$ cat src/rtl/pixel_window_loader.sv
// Assembles a scanline of 8-bit pixels into overlapping 48-pixel windows stepped by 32
// columns. The last window of each line is zero-padded; windows are offered on a valid/ready handshake.
module pixel_window_loader #(
    parameter int unsigned LINE_W = 640,
    parameter int unsigned WIN    = 48,
    parameter int unsigned STEP   = 32,
    parameter int unsigned CW     = $clog2(LINE_W)
) (
    input  logic          clk,
    input  logic          reset_n,
    input  logic [7:0]    pix_in,
    input  logic          pix_valid,
    input  logic          pix_sol,
    output logic          pix_ready,
    output logic [7:0]    win_data [0:WIN-1],
    output logic          win_valid,
    input  logic          win_ready,
    output logic [CW-1:0] win_base,
    output logic          win_last,
    output logic          sol_err
);

    // col also counts the trailing pads, so it needs headroom past LINE_W
    localparam int unsigned COL_W  = $clog2(LINE_W + STEP);
    localparam int unsigned NEED_W = $clog2(WIN + 1);

    typedef enum logic [1:0] {
        IDLE = 2'd0,
        FILL = 2'd1,
        PAD  = 2'd2,
        HOLD = 2'd3
    } state_t;

    state_t            state;
    logic [COL_W-1:0]  col;
    logic [NEED_W-1:0] need;
    logic              accept;
    logic              handoff;
    logic              shift_en;
    logic [7:0]        shift_val;

    assign accept  = pix_valid && pix_ready;
    assign handoff = win_valid && win_ready;

    // Select what, if anything, enters the window this cycle
    always_comb begin
        shift_en  = 1'b0;
        shift_val = pix_in;
        case (state)
            IDLE:    shift_en = accept && pix_sol;
            FILL:    shift_en = accept;
            PAD: begin
                shift_en  = 1'b1;
                shift_val = 8'h00;
            end
            default: shift_en = 1'b0;
        endcase
    end

    // Window shift register: entry k moves to k-1, new sample lands at the top
    always_ff @(posedge clk or negedge reset_n) begin
        if (!reset_n) begin
            for (int k = 0; k < WIN; k++) begin
                win_data[k] <= 8'h00;
            end
        end else if (shift_en) begin
            for (int k = 0; k < WIN - 1; k++) begin
                win_data[k] <= win_data[k+1];
            end
            win_data[WIN-1] <= shift_val;
        end
    end

    // Line sequencing FSM with registered handshake outputs
    always_ff @(posedge clk or negedge reset_n) begin
        if (!reset_n) begin
            state     <= IDLE;
            col       <= '0;
            need      <= '0;
            win_base  <= '0;
            win_valid <= 1'b0;
            win_last  <= 1'b0;
            sol_err   <= 1'b0;
            pix_ready <= 1'b0;
        end else begin
            sol_err <= 1'b0;
            case (state)
                IDLE: begin
                    pix_ready <= 1'b1;
                    if (accept && pix_sol) begin
                        col      <= COL_W'(1);
                        win_base <= '0;
                        need     <= NEED_W'(WIN - 1);
                        state    <= FILL;
                    end
                end
                FILL: begin
                    if (accept) begin
                        if (pix_sol) begin
                            // Mid-line start: this pixel becomes column 0 of a fresh line
                            sol_err  <= 1'b1;
                            col      <= COL_W'(1);
                            win_base <= '0;
                            need     <= NEED_W'(WIN - 1);
                        end else begin
                            col  <= col + COL_W'(1);
                            need <= need - NEED_W'(1);
                            if (need == NEED_W'(1)) begin
                                state     <= HOLD;
                                pix_ready <= 1'b0;
                                win_valid <= 1'b1;
                                win_last  <= (win_base == CW'(LINE_W - STEP));
                            end else if (col == COL_W'(LINE_W - 1)) begin
                                state     <= PAD;
                                pix_ready <= 1'b0;
                            end
                        end
                    end
                end
                PAD: begin
                    col  <= col + COL_W'(1);
                    need <= need - NEED_W'(1);
                    if (need == NEED_W'(1)) begin
                        state     <= HOLD;
                        win_valid <= 1'b1;
                        win_last  <= (win_base == CW'(LINE_W - STEP));
                    end
                end
                HOLD: begin
                    if (handoff) begin
                        win_valid <= 1'b0;
                        win_last  <= 1'b0;
                        pix_ready <= 1'b1;
                        if (win_last) begin
                            state <= IDLE;
                            col   <= '0;
                        end else begin
                            win_base <= win_base + CW'(STEP);
                            need     <= NEED_W'(STEP);
                            state    <= FILL;
                        end
                    end
                end
                default: state <= IDLE;
            endcase
        end
    end

endmodule

$ cat config.mk
export PLATFORM = sky130hd
export DESIGN_NAME = pixel_window_loader
export DESIGN_NICKNAME = d
export VERILOG_FILES = /design/src/rtl/pixel_window_loader.sv
export SDC_FILE = /design/constraint.sdc
export NUM_CORES = 1
export LEC_CHECK = 0
export CORE_UTILIZATION = 25
export CTS_CLUSTER_SIZE = 40
export DETAILED_ROUTE_END_ITERATION = 10
export PLACE_DENSITY_LB_ADDON = 0.3
export SLEW_MARGIN = 10
export SYNTH_ARGS = -nofsm -noshare
export SYNTH_HDL_FRONTEND = slang
export SYNTH_SLANG_ARGS = --single-unit
$ cat constraint.sdc
create_clock -name clk -period 2.5 [get_ports clk]
set_input_delay 0.25 -clock clk [delete_from_list [all_inputs] [get_ports clk]]
set_output_delay 0.25 -clock clk [all_outputs]
set_load 0.02 [all_outputs]
==> results of run 1 <==
-- kinds of logic (layout without fill, tap and decap cells) --
group | Yosys count | after routing
adder cells (fa/ha/maj) | 10 | 10
AO/OA/AOI/OAI | 76 | 76
AND/OR/NAND/NOR | 75 | 75
other | 1 | 5
buffers and inverters | 72 | 551
multiplexers | 378 | 378
flip-flops | 411 | 411
-- through the flow --
stage	worst slack, ns	instances
after floorplan	0.354	1027
after global placement	0.157	2275
after detailed placement	0.141	2275
after CTS	0.253	2361
after global routing	0.160	2361
final	0.263	2361
-- layout make-up --
class | instances | area [um^2] | share of cell area (%)
clock buffer | 68 | 1410 | 6.09
multi-input combinational | 544 | 5380 | 23.3
inverter | 18 | 67.6 | 0.293
sequential | 411 | 10300 | 44.5
timing repair buffer | 448 | 4620 | 20.0
tap | 855 | 1070 | 4.63
clock inverter | 17 | 262 | 1.13
-- synth_stat cells, types with 4 or more instances --
| cell type | number |
|---|---|
| sky130_fd_sc_hd__and3_1 | 7 |
| sky130_fd_sc_hd__nor2b_1 | 5 |
| sky130_fd_sc_hd__o21ai_0 | 22 |
| sky130_fd_sc_hd__nand2b_1 | 4 |
| sky130_fd_sc_hd__a21oi_1 | 7 |
| sky130_fd_sc_hd__nand2_1 | 12 |
| sky130_fd_sc_hd__dfrtp_1 | 411 |
| sky130_fd_sc_hd__nand3_1 | 7 |
| sky130_fd_sc_hd__inv_1 | 18 |
| sky130_fd_sc_hd__o41ai_1 | 8 |
| sky130_fd_sc_hd__mux2_1 | 341 |
| sky130_fd_sc_hd__and2_1 | 4 |
| sky130_fd_sc_hd__buf_6 | 15 |
| sky130_fd_sc_hd__a22o_1 | 7 |
| sky130_fd_sc_hd__nand4_1 | 5 |
| sky130_fd_sc_hd__o21a_1 | 4 |
| sky130_fd_sc_hd__mux2_2 | 37 |
| sky130_fd_sc_hd__ha_1 | 10 |
| sky130_fd_sc_hd__nor2_1 | 18 |
| sky130_fd_sc_hd__clkbuf_1 | 4 |
| sky130_fd_sc_hd__buf_8 | 22 |
| sky130_fd_sc_hd__buf_4 | 8 |
-- power by group through the flow --
stage                logic, W  registers (W)  clock network (W)
floorplan           0.0000302        0.00679                  0
global placement     0.000242        0.00679                  0
detailed placement   0.000245        0.00679                  0
CTS                  0.000247        0.00666            0.00756
global route         0.000271        0.00666            0.00782
finish               0.000233        0.00667            0.00730
-- worst reg2reg max path: cells and delay by family (launching register included) --
family                     cells  cell delay [ns]
buffers and inverters          3             0.67
AOI/OAI and AO/OA              2             0.35
adders and majority gates      1             0.19
muxes                          1             0.35
and+or+nand+nor                1             0.14
DFF                            1             0.42
-- metal layers --
layer	vias to the layer above	wire, um	global-route usage [%]
li1	4575	-	-
met1	5153	17400	15.2
met2	291	19700	20.3
met3	59	2890	3.68
met4	0	909	3.85
met5	-	0	0
-- state kept, by name, indices dropped and copies added (netlist names) --
signal / flops
win_data: 384
win_valid: 1
win_last: 1
sol_err: 1
col: 10
win_base: 5
need: 6
pix_ready: 1
state: 2
-- worst paths after layout --
check / startpoint / end / slack, ns / depth (start not counted)
worst min-delay path: pix_in[4] / win_data[4] / 0.24 / 3
max in group asynchronous: reset_n / win_data[20] / 1.41 / 3
worst min register to register: win_data[382] / win_data[382] / 0.49 / 1
worst max register to register: state[0] / win_data[136] / 0.26 / 8
worst max-delay path: state[0] / win_data[136] / 0.26 / 8
min in group asynchronous: reset_n / win_data[190] / 0.25 / 2
-- what timing repair did --
action	4_1_cts	5_1_grt
hold buffers	1	0
resized for setup	0	0
endpoints found under the hold margin	50	0
setup endpoints to repair	0	0
==> run_results.csv, run 1 <==
group,metric,value,unit
synth,synth.mux.area_fraction,26.1,%
clock_tree,cell_at_the_root_of_the_clock_tree,"sky130_fd_sc_hd__clkbuf_16",
setup_path,critPathMaxFanout,31,
setup_path,critical-path-top-delay-family,"buffers and inverters",
floorplan,die_w,258,um
floorplan,initial_core_util,25.3,%
clock_tree,cts.sink_count,411,
timing,fin_setup_tns,0,ns
floorplan,die_h,258,um
synth,synth-edff-count,0,
clock_tree,worstSkewPairLatency,0.57,ns
timing,rsz0062_at_grt,"false",
setup_path,worstSetupStartpointType,"register",
timing,max_slew_margin_vs_limit,59.6,%
power_and_ir_drop,total_switching_power,0.00294,W
synth,synth.yosys.warnings,0,
synth,synth.yosys.seq_area_share,63.0,%
layout,layout-area-overhead-vs-synth,41.4,%
layout,antenna_cells_inserted,0,
placed_design,portBuffers,405,
setup_path,cp_data_required_time,2.94,ns
clock_tree,htree_num_levels,2,
layout,nFillCells,6268,
drt,avgRoutedWirePerCell,17.3,um
global_routing,grt_overflow_total,0,
timing,period_needed,2.24,ns
layout,drive_gt1_share,11.0,%
job,drv.max_cap_violation_count,0,
clock_tree,cts_buffers,47,
synth,ys_types,55,
synth,synth_compound_gate_area_share,3.50,%
synth,yosys_register_bits,411,
synth,synthSimpleGateAreaFrac,2.51,%
setup_path,cp_num_buf_inv,3,
layout,nNetsFinal,1493,
drt,ant_nets,0,
global_routing,global_route_wire_length_before_repair,64.6,mm
setup_path,endpoint_kind,"register",
drt,drcViolationCount,0,
global_routing,grt_pass1_vias,10731,
setup_path,max_stage_delay,0.42,ns
timing,max_clock_freq,0.447,GHz
power_and_ir_drop,power_report.internal_total,0.0113,W
synth,synthDominantAreaCellType,"sky130_fd_sc_hd__dfrtp_1",
power_and_ir_drop,total_power,0.0142,W
hold_path,min_path_type,"in -> reg",
drt,routed_wl,40.9,mm
clock_tree,cts_max_path_buffers,3,
layout,util_after_layout,35.8,%
drt,dr.first_iter.drc_count,411,
layout,postLayoutCellArea,23100,um^2
setup_path,cpMostUsedCell,"sky130_fd_sc_hd__buf_12",
timing,slew_viol_final,0,
placed_design,dp_hpwl,29.6,mm
global_routing,grt_antenna_before_repair,1,
clock_tree,clk_transition_reported_paths,0.06,ns
floorplan,core_area,64500,um^2
synth,avgSynthCellArea,16.0,um^2
drt,vias,10078,
status,outcome,"finished, final reports clean",
synth,summed_instance_area_of_the_synthesized_netlist,16300,um^2
setup_path,timing_worst_setup_path_type,"reg -> reg",
floorplan,row_count,93,
synth,syn_inst,1023,
clock_tree,tritoncts,"yes",
timing,whs,0.236,ns
synth,synth_top_family_by_area,"multiplexers",
timing,hold_viol,0,
power_and_ir_drop,powerDensity,615,nW/um^2
drt,drtPass1Iterations,4,
timing,timing_worst_slew_pin_value,0.605,ns
placed_design,detailed_place.area,21400,um^2
timing,clock_skew,0.0160,ns
power_and_ir_drop,switching_share,20.7,%
placed_design,finalWeightedCongestion,0.767,
synth,post_synth_adder_cell_area,0.766,%
synth,top_cells_by_area_in_the_synthesized_netlist,"sky130_fd_sc_hd__dfrtp_1 63%, sky130_fd_sc_hd__mux2_1 24%, sky130_fd_sc_hd__mux2_2 2.6%, sky130_fd_sc_hd__buf_8 2.0%, sky130_fd_sc_hd__buf_6 1.0%",
power_and_ir_drop,combPwrFrac,1.6,%
floorplan,die-area,66400,um^2
setup_path,worst_path_max_delay_cell,"sky130_fd_sc_hd__dfrtp_1",
synth,dominant_register_cell_in_the_synthesized_netlist,"sky130_fd_sc_hd__dfrtp_1",
clock_tree,post-cts-setup-buffer-count,0,
power_and_ir_drop,power.share.clock,51.4,%
power_and_ir_drop,pwr-share-seq,47.0,%
drt,post_drt_via_cell_ratio,4.27,
setup_path,crit_chain,"inv_1, ha_1, a21oi_1, o21a_1, nor2_8, buf_12, buf_12, mux2_1",
power_and_ir_drop,power.ir.vdd_worst,0.000478,V
timing,post-route-period-util,89.5,%
global_routing,grt_start_max_net_pins,70,
layout,layout.cells.most_common,"sky130_fd_sc_hd__dfrtp_1",
timing,finalSetupViolCount,0,
synth,netlist.area_leader.share,63.0,%
synth,synth_async_sr_flop_share,100,%
floorplan,io-pin-count,411,
setup_path,crit_arrival,2.68,ns
synth,synth_xor_area_share,0,%
power_and_ir_drop,static-leakage-power,11.1,nW
layout,layout.cells.most_common_list,"411 x sky130_fd_sc_hd__dfrtp_1, 404 x sky130_fd_sc_hd__clkdlybuf4s50_1, 341 x sky130_fd_sc_hd__mux2_1",
global_routing,grt_util_all_layers,12.2,%
(Power assumes the default switching activity.)
==> inputs of run 2 (changes only) <==
--- a/config.mk
+++ b/config.mk
@@ -5,10 +5,11 @@
 export SDC_FILE = /design/constraint.sdc
 export NUM_CORES = 1
 export LEC_CHECK = 0
+export CORE_MARGIN = 8
 export CORE_UTILIZATION = 25
 export CTS_CLUSTER_SIZE = 40
 export DETAILED_ROUTE_END_ITERATION = 10
-export PLACE_DENSITY_LB_ADDON = 0.3
+export PLACE_DENSITY_LB_ADDON = 0.1
 export SLEW_MARGIN = 10
 export SYNTH_ARGS = -nofsm -noshare
 export SYNTH_HDL_FRONTEND = slang
==> run_results.csv, run 2 (same netlist as run 1, synthesis figures left out) <==
group,metric,value,unit
status,outcome,"finished, final reports clean",
timing,max_clock_freq,0.444,GHz
layout,layout.cells.most_common_list,"411 x sky130_fd_sc_hd__dfrtp_1, 404 x sky130_fd_sc_hd__clkdlybuf4s50_1, 341 x sky130_fd_sc_hd__mux2_1",
power_and_ir_drop,power.ir.vdd_worst,0.000453,V
timing,finalSetupViolCount,0,
hold_path,min_path_type,"in -> async",
placed_design,detailed_place.area,21400,um^2
clock_tree,cts_max_path_buffers,3,
layout,drive_gt1_share,11.5,%
clock_tree,cts.sink_count,411,
clock_tree,tritoncts,"yes",
setup_path,cp_num_buf_inv,2,
setup_path,timing.critical_path.depth,7,
setup_path,crit_chain,"inv_1, ha_1, buf_4, a21boi_1, a2111o_1, nor2_1, a22o_1",
timing,clock_skew,0.0126,ns
placed_design,pre_cts_slack,0.164,ns
timing,rsz0062_at_grt,"false",
global_routing,grt_use_met3,5.02,%
setup_path,cp_data_required_time,2.95,ns
timing,slew_viol_final,0,
clock_tree,cell_at_the_root_of_the_clock_tree,"sky130_fd_sc_hd__clkbuf_16",
global_routing,top_usage_layer,"met2",
power_and_ir_drop,total_power,0.0144,W
global_routing,grt.met2_usage,20.2,%
clock_tree,cts_buffers,50,
timing,setup_ws,0.249,ns
floorplan,die_h,272,um
clock_tree,worstSkewPairLatency,0.58,ns
layout,regArea,10300,um^2
setup_path,worst-r2r-cell-count,7,
drt,drtPass1Iterations,4,
global_routing,grt_antenna_before_repair,0,
job,drv.max_cap_violation_count,0,
drt,dr.first_iter.drc_count,402,
layout,layout.cells.most_common,"sky130_fd_sc_hd__dfrtp_1",
layout,layout-area-overhead-vs-synth,41.7,%
floorplan,row_count,93,
drt,ant_nets,0,
global_routing,grt_start_max_net_pins,77,
global_routing,global_route_wire_length_before_repair,72.0,mm
setup_path,reg2reg_launch_point,"state[1]",
layout,nFillCells,6227,
setup_path,critical-path-top-delay-family,"compound AO/OA/AOI/OAI gates",
clock_tree,htree_num_levels,2,
setup_path,reg2reg_to,"col[4]",
global_routing,grt_pass1_vias,10825,
global_routing,grtUsageMet1,15.3,%
setup_path,endpoint_kind,"register",
placed_design,dp_hpwl,34.5,mm
floorplan,initial_core_util,25.3,%
power_and_ir_drop,static-leakage-power,11.1,nW
floorplan,io-pin-count,411,
drt,drcViolationCount,0,
setup_path,rrSetupSlack,0.25,ns
drt,routed_wl,46.8,mm
timing,fin_setup_tns,0,ns
floorplan,core_area,64600,um^2
layout,nNetsFinal,1501,
setup_path,timing_worst_setup_path_type,"reg -> reg",
floorplan,die_w,272,um
global_routing,grt_util_all_layers,12.4,%
timing,period_needed,2.25,ns
setup_path,worstSetupStartpointType,"register",
floorplan,die-area,73800,um^2
layout,antenna_cells_inserted,0,
setup_path,crit_start,"state[1]",
drt,post_drt_via_cell_ratio,4.21,
timing,hold_viol,0,
placed_design,portBuffers,405,
global_routing,grt_overflow_total,0,
clock_tree,clk_transition_reported_paths,0.06,ns
setup_path,critPathMaxFanout,7,
setup_path,critPathCapture,"col[4]",
timing,max_slew_margin_vs_limit,58.9,%
timing,timing_worst_slew_pin_value,0.615,ns
layout,postLayoutCellArea,23100,um^2
layout,largest_registers,"win_data (384), col (10), need (6)",
power_and_ir_drop,powerDensity,621,nW/um^2
placed_design,finalWeightedCongestion,0.732,
setup_path,crit_arrival,2.70,ns
setup_path,max_stage_delay,0.49,ns
drt,vias,10003,
timing,post-route-period-util,90.0,%
drt,avgRoutedWirePerCell,19.7,um
layout,multiInputGateArea,5380,um^2
setup_path,worst_path_max_delay_cell,"sky130_fd_sc_hd__a21boi_1",
layout,largest_register_ffs,384,
layout,largest-register,"win_data",
clock_tree,post-cts-setup-buffer-count,0,
[run 2: cell count changes in the layout (fill, tap and decap cells not counted), moves of 2 or more]
cell / previous run / this run
sky130_fd_sc_hd__clkbuf_16: 49 / 51
sky130_fd_sc_hd__bufinv_16: 6 / 4
sky130_fd_sc_hd__buf_12: 19 / 16
sky130_fd_sc_hd__inv_6: 0 / 2
sky130_fd_sc_hd__clkbuf_1: 8 / 12
sky130_fd_sc_hd__buf_4: 23 / 31
sky130_fd_sc_hd__clkbuf_8: 11 / 13
[run 2: worst reg2reg max path: stages (launching register included)]
cell                       delay [ns]
sky130_fd_sc_hd__dfrtp_1         0.42
sky130_fd_sc_hd__inv_1           0.11
sky130_fd_sc_hd__ha_1            0.22
sky130_fd_sc_hd__buf_4           0.16
sky130_fd_sc_hd__a21boi_1        0.49
sky130_fd_sc_hd__a2111o_1        0.32
sky130_fd_sc_hd__nor2_1          0.19
sky130_fd_sc_hd__a22o_1          0.23
[run 2: per-stage QoR]
step	util, %	std cells	hold slack [ns]
after floorplan	-	1027	-0.0456
after global placement	33.2	2280	0.226
after detailed placement	33.2	2280	0.232
after CTS	35.8	2374	0.188
after global routing	35.8	2374	0.211
final	35.8	2374	0.203
[run 2: report_power, final]
part / internal, W / total, W / switching, W
registers: 0.00666 / 0.00667 / 0.00000543
logic: 0.0000645 / 0.000244 / 0.000179
clock network: 0.00456 / 0.00746 / 0.00290
[run 2: worst min-delay path by stage]
stage	startpoint	to	slack (ns)
floorplan	reset_n	col[0]	-0.05
global placement	reset_n	win_data[190]	0.23
detailed placement	reset_n	win_data[190]	0.23
CTS	pix_in[5]	win_data[5]	0.19
global route	pix_in[4]	win_data[4]	0.21
finish	reset_n	win_data[190]	0.20
[run 2: area by class of cell]
cell class	count	area share (%)
Timing Repair Buffer	453	20.0
Tap cell	855	4.62
Clock inverter	17	0.930
Clock buffer	76	6.48
Multi-Input combinational cell	544	23.3
Inverter	18	0.292
Sequential cell	411	44.4
[run 2: layer usage]
layer,vias up,part of all wire (%)
met5,-,0
met4,0,1.7
met3,52,8.4
met2,272,48
met1,5071,42
li1,4608,-
[run 2: what timing repair did]
item,4_1_cts,5_1_grt
hold endpoints to repair,40,0
hold buffers,1,0
resized for setup,0,0
==> inputs of run 3 (changes only) <==
--- a/config.mk
+++ b/config.mk
@@ -9,6 +9,7 @@
 export CORE_UTILIZATION = 25
 export CTS_CLUSTER_SIZE = 40
 export DETAILED_ROUTE_END_ITERATION = 10
+export HOLD_SLACK_MARGIN = 0.1
 export PLACE_DENSITY_LB_ADDON = 0.1
 export SLEW_MARGIN = 10
 export SYNTH_ARGS = -nofsm -noshare
==> results of run 3 <==
No change in the layout: final DEF, timing and power equal those of run 2.
